`config.mk`:
```
export PLATFORM = sky130hd
export DESIGN_NAME = demux16_deser
export DESIGN_NICKNAME = d
export VERILOG_FILES = /design/src/rtl/demux16_deser.sv
export SDC_FILE = /design/constraint.sdc
export NUM_CORES = 1
export LEC_CHECK = 0
export ABC_CLOCK_PERIOD_IN_PS = 1800
export BUFFER_PORTS_ARGS = -buffer_cell sky130_fd_sc_hd__buf_4
export CAP_MARGIN = 10
export CORE_ASPECT_RATIO = 1.1
export CORE_MARGIN = 4
export CORE_UTILIZATION = 25
export DETAILED_ROUTE_END_ITERATION = 8
export PLACE_DENSITY = 0.4
export SLEW_MARGIN = 40
export SYNTH_ARGS = -nofsm -noshare
export SYNTH_HDL_FRONTEND = slang
export SYNTH_SLANG_ARGS = --single-unit
```
`constraint.sdc`:
```
create_clock -name clk -period 1.8 [get_ports clk]
set_input_delay 0.09 -clock clk [delete_from_list [all_inputs] [get_ports clk]]
set_output_delay 0.09 -clock clk [all_outputs]
set_load 0.02 [all_outputs]
```
`src/rtl/demux16_deser.sv`:
```
// Serial-to-16-bit deserializer: a 4-bit index steers each accepted bit into an assembly register.
// Optional even-parity frame bit and perr output when DEMUX16_DESER_PARITY_EN is defined.
module demux16_deser (
  input  logic        clk,
  input  logic        rst,
  input  logic        din,
  input  logic        din_valid,
  output logic        din_ready,
  input  logic        sync,
  output logic [15:0] D,
  output logic        out_valid,
  input  logic        out_ready,
`ifdef DEMUX16_DESER_PARITY_EN
  output logic        perr,
`endif
  output logic [3:0]  sel
);

`ifdef DEMUX16_DESER_PARITY_EN
  localparam int IW = 5;
  localparam logic [IW-1:0] LAST = 5'd16;
`else
  localparam int IW = 4;
  localparam logic [IW-1:0] LAST = 4'd15;
`endif

  logic [IW-1:0] idx_q;
  logic [IW-1:0] eff_idx;
  logic [15:0]   asm_q;
  logic [15:0]   asm_wr;
  logic          word_end;
  logic          accept;

  // sync restarts the frame in the same cycle, so a bit arriving with it lands at position 0
  always_comb begin
    eff_idx   = sync ? '0 : idx_q;
    word_end  = (eff_idx == LAST);
    din_ready = !(word_end && out_valid && !out_ready);
    accept    = din_valid && din_ready;
    asm_wr    = sync ? '0 : asm_q;
`ifdef DEMUX16_DESER_PARITY_EN
    if (!eff_idx[4]) asm_wr[eff_idx[3:0]] = din;
`else
    asm_wr[eff_idx] = din;
`endif
  end

  always_ff @(posedge clk) begin
    if (rst) begin
      idx_q     <= '0;
      asm_q     <= '0;
      D         <= '0;
      out_valid <= 1'b0;
`ifdef DEMUX16_DESER_PARITY_EN
      perr      <= 1'b0;
`endif
    end else begin
      if (out_valid && out_ready) out_valid <= 1'b0;
      if (accept) begin
        if (word_end) begin
          D         <= asm_wr;
          out_valid <= 1'b1;
          idx_q     <= '0;
          asm_q     <= '0;
`ifdef DEMUX16_DESER_PARITY_EN
          perr      <= (^asm_q) ^ din;
`endif
        end else begin
          asm_q <= asm_wr;
          idx_q <= eff_idx + IW'(1);
        end
      end else if (sync) begin
        idx_q <= '0;
        asm_q <= '0;
      end
    end
  end

`ifdef DEMUX16_DESER_PARITY_EN
  // the parity slot is reported as the last data position
  assign sel = idx_q[4] ? 4'd15 : idx_q[3:0];
`else
  assign sel = idx_q;
`endif

endmodule
```
After elaboration in Yosys (flattened, before gate mapping)
Index checks and enable logic that the tools add are counted.

word-level totals
  word-level logic and storage cells = 28
  register bits = 37
  output and inout port bits = 22

cells by class
  multiplexer cells = 12
  add/sub/neg operators = 1
  $lt $le $gt $ge = 2
  equality and inequality tests = 1
  reductions and logical operators = 8

operator list
  kind                                                               number
  2-to-1 mux 16 bit                                                  3
  bitwise mux 16 bit                                                 1
  2-to-1 mux 4 bit                                                   3
  logical AND 1 bit                                                  5
  less-than comparator 4 x 5 -> 1 bit, second input constant         1
  adder 4 x 1 -> 4 bit, second input constant                        1
  demux 1 bit (select 4 bit)                                         1
  == test 4 bit, second input constant                               1
  greater-or-equal comparator 4 x 1 -> 1 bit, second input constant  1
  2-to-1 mux 1 bit                                                   4
  logical NOT 1 bit                                                  2
  AND reduction 2 bit                                                1

Depth between registers and ports, before layout
Gate-level depths: netlist of the first run.

  depth in word-level cells = 8
  mapped depth = 9
  mapped depth without buffers = 6

Worst setup path after synthesis of the first run
OpenSTA, ideal clock, no wires.

  path type = reg2reg
  start = register idx_q[0] (netlist: sel[0])
  end = register idx_q[2] (netlist: sel[2])
  stages on the path, launching flop included = 9
  arrival = 1780 ps
  period minus slack after synthesis = 1854 ps
  library setup time = 74 ps
  path slack = -54 ps
  path through = dfxtp_1 > nand2b_1 > inv_1 > ha_1 > and4b_4 > buf_12 > buf_12 > nand2_1 > a31oi_1

on the way
  cells in the longest elaborated chain, start to end = 7
  elaborated cells between the ends (all ways) = 9

RTL lines
  item                             line  RTL
  start, declared                  27    logic [IW-1:0] idx_q;
  start signal, assigned           70    idx_q <= eff_idx + IW'(1);
  2-to-1 mux 4 bit                 -
  == test 4 bit                    37    word_end = (eff_idx == LAST);
  logical AND 1 bit (2 in series)  38    din_ready = !(word_end && out_valid && !out_ready);
  logical NOT 1 bit                38
  via din_ready                    8     output logic din_ready,
  logical AND 1 bit                39    accept = din_valid && din_ready;
  2-to-1 mux 4 bit                 59    if (accept) begin

The timed path passes the listed nets, and every way through them passes these cells.
A chain may end at the register's enable or synchronous reset.

Worst setup path in the final report of the first run
  start = register idx_q[0] (netlist: sel[0])
  end = register D[0]

on the way
  cells in the longest elaborated chain, start to end = 7
  elaborated cells between the ends (all ways) = 13

RTL lines
  item                                                                         line  RTL
  2-to-1 mux 4 bit *                                                           -
  branches (longest 6 deep; another with less-than comparator 4 x 5 -> 1 bit)  -
  end signal, assigned                                                         61    D <= asm_wr;
  end, declared                                                                10    output logic [15:0] D,

Every way passes the cells marked *.

==> impl_results.md, run 1 <==
- Outcome: finished clean
- Post-Synthesis Cells: 181
- CP Data Arrival Time: 1950 ps
- Buffers from clock root to sink, at most: 2
- Core area: 7047 um2
- Largest net degree at the start of global routing: 24
- Synth Area in Compound Gates: 28.38%
- Clk slew on worst S/H paths: 80 ps
- Setup-failing EPs final: 0
- Top-area cell type share of the netlist area: 39.48%
- CP endpoint kind: register
- Detailed Routing Iterations Pass 1: 4
- Avg Cell Area, Syn: 10.09 um2
- Worst-Margin Slew: 472.3 ps
- Total power: 1.501 mW
- Placed Area: 2101 um2
- Ports: 28
- Hold Violations, Final: 0
- Clk_lat worst skew: 290 ps
- Period utilisation layout: 95.14%
- Vias per Instance: 5.134
- Detail Placement HPWL: 3.611 mm
- Area grow syn2layout: 23.99%
- Layout cells sized above 1: 35.05%
- CP Max Fanout: 5
- WL per Instance: 16.45 um
- Final nets: 223
- Placed Cells: 286
- Worst path required time: 2040 ps
- # diodes: 0
- Post-Synth Adder-Cell Area: 2.742%
- H-tree levels: 2
- Synth Area in Simple Gates: 14.05%
- TritonCTS Buffers: 5
- Hold slack: 157.7 ps
- Mapped Nets: 191
- Starting density of the core: 25.91%
- Synth area leaders: dfxtp_1 (39%), mux2i_1 (6.6%), a211oi_2 (5.5%), o2bb2ai_1 (5.3%), a31oi_1 (4.1%)
- Max_cap viols: 0
- Power per cell area: 662.9 nW/um2
- Ys Warns: 0
- First-pass GRT wire length: 8.086 mm
- Yosys top cell by area: dfxtp_1
- Register area share after synthesis: 39.48%
- Final Slew Violations: 0
- CP peak stage delay: 420 ps
- Iteration-0 DRC Markers: 51
- # port buffers: 27
- Worst IR drop on VDD: 265.9 uV
- Gpl congestion: 0.7655
- Post-synth cell types: 39
- Die H: 97.63 um
- Startpoint Class: register
- Fin crit period: 1713 ps
- Antenna violations before repair: 0
- CTS tree: yes
- Final ANT Viol Nets: 0
- Post-synthesis xor/xnor area fraction: 0%
- Routed WL: 4.918 mm
- Clock Tree Root: clkbuf_8
- Maximum clock rate: 583.9 MHz
- Vias: 1,535
- Lkg Pwr: 0.8901 nW
- Slew margin rel.: 68.41%
- Die Area: 8735 um2
- Worst path cell trace: nand2b_1, buf_4, ha_1, nor3b_1, o32ai_1, o311a_1
- Largest family of logic cells by synthesized area: compound AO/OA/AOI/OAI gates
- Mux cell area share after synthesis: 7.197%
- Setup Skew: 8.987 ps
- Num Clock Sinks: 36
- Vias in the first global route: 1,551
- # DRC: 0
- Bufs and invs on worst path: 1
- Cell row count: 32
- Crit-path leading delay family: compound AO/OA/AOI/OAI gates
- Post-synthesis register bit count: 36
- Cell area after layout: 2263 um2
- Crit path kind: reg2reg
- Die width: 89.48 um
- Slowest-stage cell, CP: o32ai_1
- Final cell count without fillers: 299
- Synthesized area: 1826 um2
- Total GRT Usage: 12.00%
- Tightest Hold Check Type: in2reg
- Total gr overflow: 0
[cells in the final DEF (no fill, tap or decap), types with 5 or more instances in the layout]
cell type / count
nand3b_1: 8
a31oi_1: 12
nand2_1: 7
clkbuf_8: 5
inv_1: 6
o2bb2ai_1: 11
buf_4: 42
dfxtp_1: 34
a211oi_2: 8
mux2i_1: 12
[power by group]
group | total (mW) | leakage [nW] | switching [mW] | internal (mW)
clock network | 0.599 | 0.0404 | 0.324 | 0.274
logic | 0.0988 | 0.559 | 0.0648 | 0.0340
registers | 0.803 | 0.291 | 0.00300 | 0.800
total | 1.50 | 0.890 | 0.392 | 1.11
[state kept, by name, summed over array words and instances (netlist names)]
register,cells
asm_q,15
out_valid,1
D,16
sel,4
[metal layers]
layer,up-vias,GRT usage [%],part of all wire (%)
met3,4,3.393,4.7
li1,753,-,-
met5,-,0,0
met2,33,19.68,50
met1,745,15.33,44
met4,0,2.864,0.71
[cells by family after synthesis]
| kind of cell | Yosys count |
|---|---|
| buf+inv | 26 |
| mux | 13 |
| flops | 36 |
| compound gates | 61 |
| fa+ha+maj | 4 |
| simple gates | 41 |
[timing repair]
| action | CTS | global route |
|---|---|---|
| pin swaps | 1 | 0 |
| setup buffers | 1 | 4 |
| hold buffers | 0 | 0 |
| setup endpoints to repair | 1 | 11 |
| resized for setup | 4 | 4 |
[layout make-up]
class                      instances  area (um2)
tap                               85       106.4
clock buffer                       5       68.82
inverter                           8       30.03
multi-input combinational        119       980.9
sequential                        36       723.2
clock inverter                     3       23.77
timing repair buffer              43       330.3
fill                             732        4783
[cell usage after synthesis (all sizes together)]
cell and instances:
a311o 1, ha 4, o311a 4, inv 8
a22o 4, nor3 2, a211oi 11, nor3b 4
nand2 8, o22ai 1, nand3b 8, nor2b 3
o2bb2ai 11, o21ai 1, o31ai 2, o2111ai 1
clkbuf 4, mux2i 12, a31oi 12, nor2 4
dfxtp 36, mux2 1, nand4 1, o32ai 4
nand2b 4, o21ba 1, and4b 1, and2 1
a31o 5, nand4b 1, a21oi 3, buf 14
nand3 4
[metrics by stage]
stage / setup WS [ps] / utilization, % / setup TNS [ps]
after floorplan: 36.28 / - / 0
after global placement: 105.2 / 29.81 / 0
after detailed placement: 65.07 / 29.81 / 0
after CTS: -15.69 / 31.50 / -15.69
after global routing: -4.863 / 32.12 / -4.863
final: 87.45 / 32.12 / 0
[final timing paths]
| kind | slack, ps | cells past startpoint | from | end |
|---|---|---|---|---|
| setup reg to reg | 90 | 6 | sel[0] | D[0] |
| setup / recovery | 90 | 6 | sel[0] | D[0] |
| hold / removal | 160 | 2 | rst | D[6] |
| hold reg to reg | 470 | 1 | asm_q[13] | asm_q[13] |
Power figures use the tool's default switching activity.
==> run 2: changes to the inputs <==
- RECOVER_POWER: default -> 50
==> run 2 against run 1 <==
Wire length decreased by 0.31%. Critical path type unchanged. Global-route usage stayed put. Worst hold slack improved by 8.8 ps.
==> impl_results.md, run 2 (synthesized netlist as in run 1, its figures left out) <==
- Clock power share: 39.8% (about the same)
- Die H: 97.63 um (unchanged)
- Vias per Instance: 5.114 (-0.39%)
- CP Data Arrival Time: 1940 ps (about the same)
- Largest register FFs: 16 (unchanged)
- # DRC: 0 (unchanged)
- Outcome: finished clean
- Layout cells sized above 1: 26.17% (-8.9 points)
- Num Clock Sinks: 36 (unchanged)
- Seq pwr share: 53.6% (about the same)
- Cell row count: 32 (unchanged)
- Final ANT Viol Nets: 0 (unchanged)
- Slew margin rel.: 68.56% (+0.14 points)
- R2R cell count: 6 (unchanged)
- Clk_lat worst skew: 290 ps (about the same)
- Setup Skew: 8.978 ps (-0.009050 ps)
- Buffers from clock root to sink, at most: 2 (unchanged)
- Total power: 1.499 mW (-0.11%)
- Register area: 723.2 um2 (unchanged)
- Tightest Hold Check Type: in2reg
- Max_cap viols: 0 (unchanged)
- Switching power: 0.3906 mW (-0.38%)
- Total gr overflow: 0 (unchanged)
- Maximum clock rate: 587.0 MHz (+0.52%)
- Clk slew on worst S/H paths: 80 ps (about the same)
- WL per Instance: 16.40 um (-0.31%)
- R2R Setup Slk: 100 ps (about the same)
- WHS Path Cells: 2 (unchanged)
- Iteration-0 DRC Markers: 55 (+7.8%)
- Largest Register: D
- Switching share of power: 26.06% (-0.071 points)
- Area grow syn2layout: 20.08%
- Worst IR drop on VDD: 266.0 uV (about the same)
- H-tree levels: 2 (unchanged)
- Final Slew Violations: 0 (unchanged)
- CTS tree: yes
- Placed Cells: 286 (unchanged)
- Final nets: 223 (unchanged)
- Total GRT Usage: 12.00% (unchanged)
- CP Max Fanout: 5 (unchanged)
- Setup-failing EPs final: 0 (unchanged)
- Power per cell area: 683.8 nW/um2 (+3.1%)
- Routed WL: 4.903 mm (-0.31%)
- Detail Placement HPWL: 3.611 mm (unchanged)
- Crit path kind: reg2reg
- TritonCTS Buffers: 5 (unchanged)
- Hold path startpoint: rst
- Vias: 1,529 (-0.39%)
- Ports: 28 (unchanged)
- WHS Endpoint: D[6]
- Gpl congestion: 0.7655 (unchanged)
- Clock Tree Root: clkbuf_8
- Most common cell after layout, fill and taps aside: dfxtp_1
- Vias in the first global route: 1,551 (unchanged)
- Internal power: 1.108 mW (about the same)
- Largest net degree at the start of global routing: 24 (unchanged)
- Worst r2r dst: D[0]
- Fin crit period: 1704 ps (-8.834 ps)
- Die width: 89.48 um (unchanged)
- Logic pwr share: 6.6% (about the same)
- Lkg Pwr: 0.8089 nW (-9.1%)
- # diodes: 0 (unchanged)
- Commonest non-fill, non-tap cells in the layout: dfxtp_1 (34), buf_4 (23), clkbuf_1 (19)
- Antenna violations before repair: 0 (unchanged)
- Worst path required time: 2040 ps (about the same)
- # port buffers: 27 (unchanged)
- Die Area: 8735 um2 (unchanged)
- Final cell count without fillers: 299 (unchanged)
- Hold slack: 166.5 ps (+8.789 ps)
- Startpoint Class: register
- CP endpoint kind: register
- Hold Violations, Final: 0 (unchanged)
- Detailed Routing Iterations Pass 1: 4 (unchanged)
- Multi-input logic area: 980.9 um2 (unchanged)
- Starting density of the core: 25.91% (unchanged)
- Core area: 7047 um2 (unchanged)
- First-pass GRT wire length: 8.086 mm (unchanged)
- Period utilisation layout: 94.65% (-0.49 points)
- Fill count: 750 (+2.5%)
- R2R Path Start: sel[0]
- Worst-Margin Slew: 470.2 ps (-2.126 ps)
-- run 2: final cells by class --
type | instances | share of cell area [%]
Inverter | 8 | 1.370
Clock inverter | 3 | 1.084
Sequential cell | 36 | 32.99
Tap cell | 85 | 4.852
Clock buffer | 5 | 3.139
Multi-Input combinational cell | 119 | 44.75
Timing Repair Buffer | 43 | 11.82
-- run 2: what timing repair did --
item,CTS,global route
pin swaps,1,0
buffers inserted,1,4
gates resized for setup,4,4
hold buffers,0,0
setup endpoints to repair,1,11
-- run 2: per-stage QoR --
step,setup TNS (ps),area (um2),setup WS [ps],util (%)
final,0,2192,96.28,31.11
after detailed placement,0,2101,65.07,29.81
after global placement,0,2101,105.2,29.81
after global routing,-4.863,2192,-4.863,31.11
after CTS,-15.69,2220,-15.69,31.50
after floorplan,0,1828,36.28,-
-- run 2: power by group through the flow --
stage	sequential, mW	clock [mW]	combinational (mW)
3_5_place_dp	0.822	0	0.0942
3_3_place_gp	0.822	0	0.0948
4_1_cts	0.803	0.624	0.0967
5_1_grt	0.804	0.658	0.108
6_report	0.803	0.596	0.0992
2_1_floorplan	0.824	0	0.0571
-- run 2: layer usage --
metal	track usage, %	wire length (um)
met3	3.393	209
met5	0	0
met1	15.33	2188
met4	2.864	35
met2	19.68	2469
-- run 2: critical path, stage by stage, from the launching register on --
cell and delay, ps:
dfxtp_2 350, nand2b_1 90, buf_4 150, ha_1 270
nor3b_1 170, o32ai_1 420, o311a_1 210
-- run 2: worst max-delay path by stage --
stage / from / to / slack, ps
floorplan: sel[0] / sel[2] / 40
global placement: sync / D[0] / 110
detailed placement: sel[0] / sel[0] / 70
CTS: sel[1] / din_ready / -20
global route: sel[1] / D[2] / -5
finish: sel[0] / D[0] / 100
==> run 3: changes to the inputs <==
- CORE_UTILIZATION: 25 -> 50
- PLACE_DENSITY: 0.4 -> 0.71
- SETUP_SLACK_MARGIN: default -> 0.5
==> run 3 against run 2 <==
Non-clock buffer count up 8. Critical endpoint is now D[1]. Wire length up 9.0%. Sequential power about the same. Largest cell class unchanged. Setup slack worse by 59 ps.
==> impl_results.md, run 3 (synthesized netlist as in run 1, its figures left out) <==
- Outcome: finished clean
- Critical Path End: D[1]
- Area grow syn2layout: 33.38%
- Vias: 1,654 (+8.2%)
- R2R cell count: 6 (unchanged)
- Period utilisation layout: 97.94% (+3.3 points)
- TritonCTS Buffers: 5 (unchanged)
- Setup Skew: 9.602 ps (+0.6241 ps)
- RSZ-0062 raised after global routing: yes
- WL per Instance: 19.79 um (+21%)
- Crit path kind: reg2reg
- Ports: 28 (unchanged)
- CP endpoint kind: register
- Worst IR drop on VDD: 483.4 uV (+82%)
- Lkg Pwr: 0.8980 nW (+11%)
- Met1 usage: 26.98% (+12 points)
- # DRC: 0 (unchanged)
- Clk_lat worst skew: 340 ps (+50 ps)
- Total gr overflow: 0 (unchanged)
- Power per cell area: 551.4 nW/um2 (-19%)
- Met2 usage: 39.37% (+20 points)
- Vias in the first global route: 1,665 (+7.4%)
- Detail Placement HPWL: 3.164 mm (-12%)
- Final Slew Violations: 0 (unchanged)
- Startpoint Class: register
- Total GRT Usage: 23.11% (+11 points)
- Hold buffers post-CTS: 0 (unchanged)
- Largest register FFs: 16 (unchanged)
- Setup-failing EPs final: 0 (unchanged)
- Die H: 71.37 um (-27%)
- CP Data Arrival Time: 2000 ps (+60 ps)
- Worst path required time: 2040 ps (about the same)
- Clock Tree Root: clkbuf_4
- Largest net degree at the start of global routing: 21 (-13%)
- First-pass GRT wire length: 8.286 mm (+2.5%)
- Detailed Routing Iterations Pass 1: 4 (unchanged)
- Setup TNS: 0 ps (unchanged)
- Clk slew on worst S/H paths: 110 ps (+30 ps)
- CP Launch Point: sel[1]
- Maximum clock rate: 567.2 MHz (-3.4%)
- Commonest non-fill, non-tap cells in the layout: dfxtp_1 (34), buf_4 (25), clkbuf_1 (20)
- Starting density of the core: 53.48% (+28 points)
- Worst r2r dst: D[1]
- Routed WL: 5.344 mm (+9.0%)
- Cell row count: 22 (-31%)
- Fin crit period: 1763 ps (+59.19 ps)
- Slew margin rel.: 65.79% (-2.8 points)
- Iteration-0 DRC Markers: 124 (+130%)
- Gpl congestion: 0.8236 (+7.6%)
- Most common cell after layout, fill and taps aside: dfxtp_1
- Final nets: 232 (+4.0%)
- Worst-Margin Slew: 513.2 ps (+42.95 ps)
- Max_cap viols: 0 (unchanged)
- Vias per Instance: 6.126 (+20%)
- Layout cells sized above 1: 39.19% (+13 points)
- Hold slack: 117.6 ps (-48.87 ps)
- Tightest Hold Check Type: in2reg
- GRT met3 Usage: 6.583% (+3.2 points)
- Core area: 3413 um2 (-52%)
- Die width: 65.61 um (-27%)
- H-tree levels: 2 (unchanged)
- R2R Setup Slk: 40 ps (-60 ps)
- Final ANT Viol Nets: 0 (unchanged)
- Buffers from clock root to sink, at most: 2 (unchanged)
- # diodes: 0 (unchanged)
- CP Max Fanout: 5 (unchanged)
- Num Clock Sinks: 36 (unchanged)
- # port buffers: 27 (unchanged)
- R2R Path Start: sel[1]
- CTS tree: yes
- Antenna violations before repair: 0 (unchanged)
- GRT busiest layer: met2
- Fill count: 294 (-61%)
- Die Area: 4683 um2 (-46%)
- Largest Register: D
- Hold Violations, Final: 0 (unchanged)
==> run 3: cell types whose count changed in the layout (fill, tap and decap cells not counted), sizes merged <==
cell      before  now
buf           24   32
clkinvlp       2    0
clkbuf        24   25
a31o           5    6
==> run 3: per-stage QoR <==
| step | power, mW | area [um2] | cells | setup WS, ps | util (%) |
|---|---|---|---|---|---|
| after floorplan | 0.8884 | 1961 | 181 | 240.8 | - |
| after global placement | 0.9164 | 2172 | 247 | 221.7 | 63.64 |
| after detailed placement | 0.9205 | 2172 | 247 | 169.9 | 63.64 |
| after CTS | 1.334 | 2395 | 267 | 150.8 | 70.16 |
| after global routing | 1.400 | 2435 | 270 | -1.950 | 71.33 |
| final | 1.343 | 2435 | 270 | 37.09 | 71.33 |
==> run 3: per-layer routing <==
layer,vias up,wire (um)
li1,777,-
met1,810,2356
met2,49,2582
met3,18,206
met4,0,198
met5,-,0
==> run 3: worst min path at each step <==
| stage | startpoint | endpoint | slack (ps) | cells after the start |
|---|---|---|---|---|
| final | din | D[15] | 120 | 3 |
| after global routing | din | D[15] | 120 | 3 |
| after CTS | rst | out_valid | 110 | 2 |
| after detailed placement | asm_q[14] | asm_q[14] | 450 | 1 |
| after global placement | asm_q[4] | asm_q[4] | 440 | 1 |
| after floorplan | din | asm_q[4] | 280 | 2 |
==> run 3: what timing repair did <==
item | CTS | global route
resized for setup | 20 | 15
gates cloned | 2 | 0
endpoints found under the setup margin | 38 | 38
pin swaps | 5 | 9
buffers inserted | 11 | 3
==> run 3: final cells by class <==
cell class                 count  area (um2)  share of cell area, %
multi-input combinational    120        1215                  49.90
sequential                    36       728.2                  29.91
timing repair buffer          51       350.3                  14.39
tap                           48       60.06                  2.467
clock buffer                   6       41.29                  1.696
inverter                       8       35.03                  1.439
clock inverter                 1       5.005                 0.2055
==> run 3: critical path: stages (launching register included) <==
cell      delay, ps
dfxtp_1         350
nand2b_4        100
buf_4           110
ha_1            300
nor3b_1         350
o32ai_2         150
o311a_1         300
==> run 3: report_power, final <==
group          total, mW  switching [mW]  internal [mW]
clock              0.410           0.266          0.144
combinational      0.130          0.0826         0.0478
sequential         0.802         0.00386          0.798
total               1.34           0.353          0.990
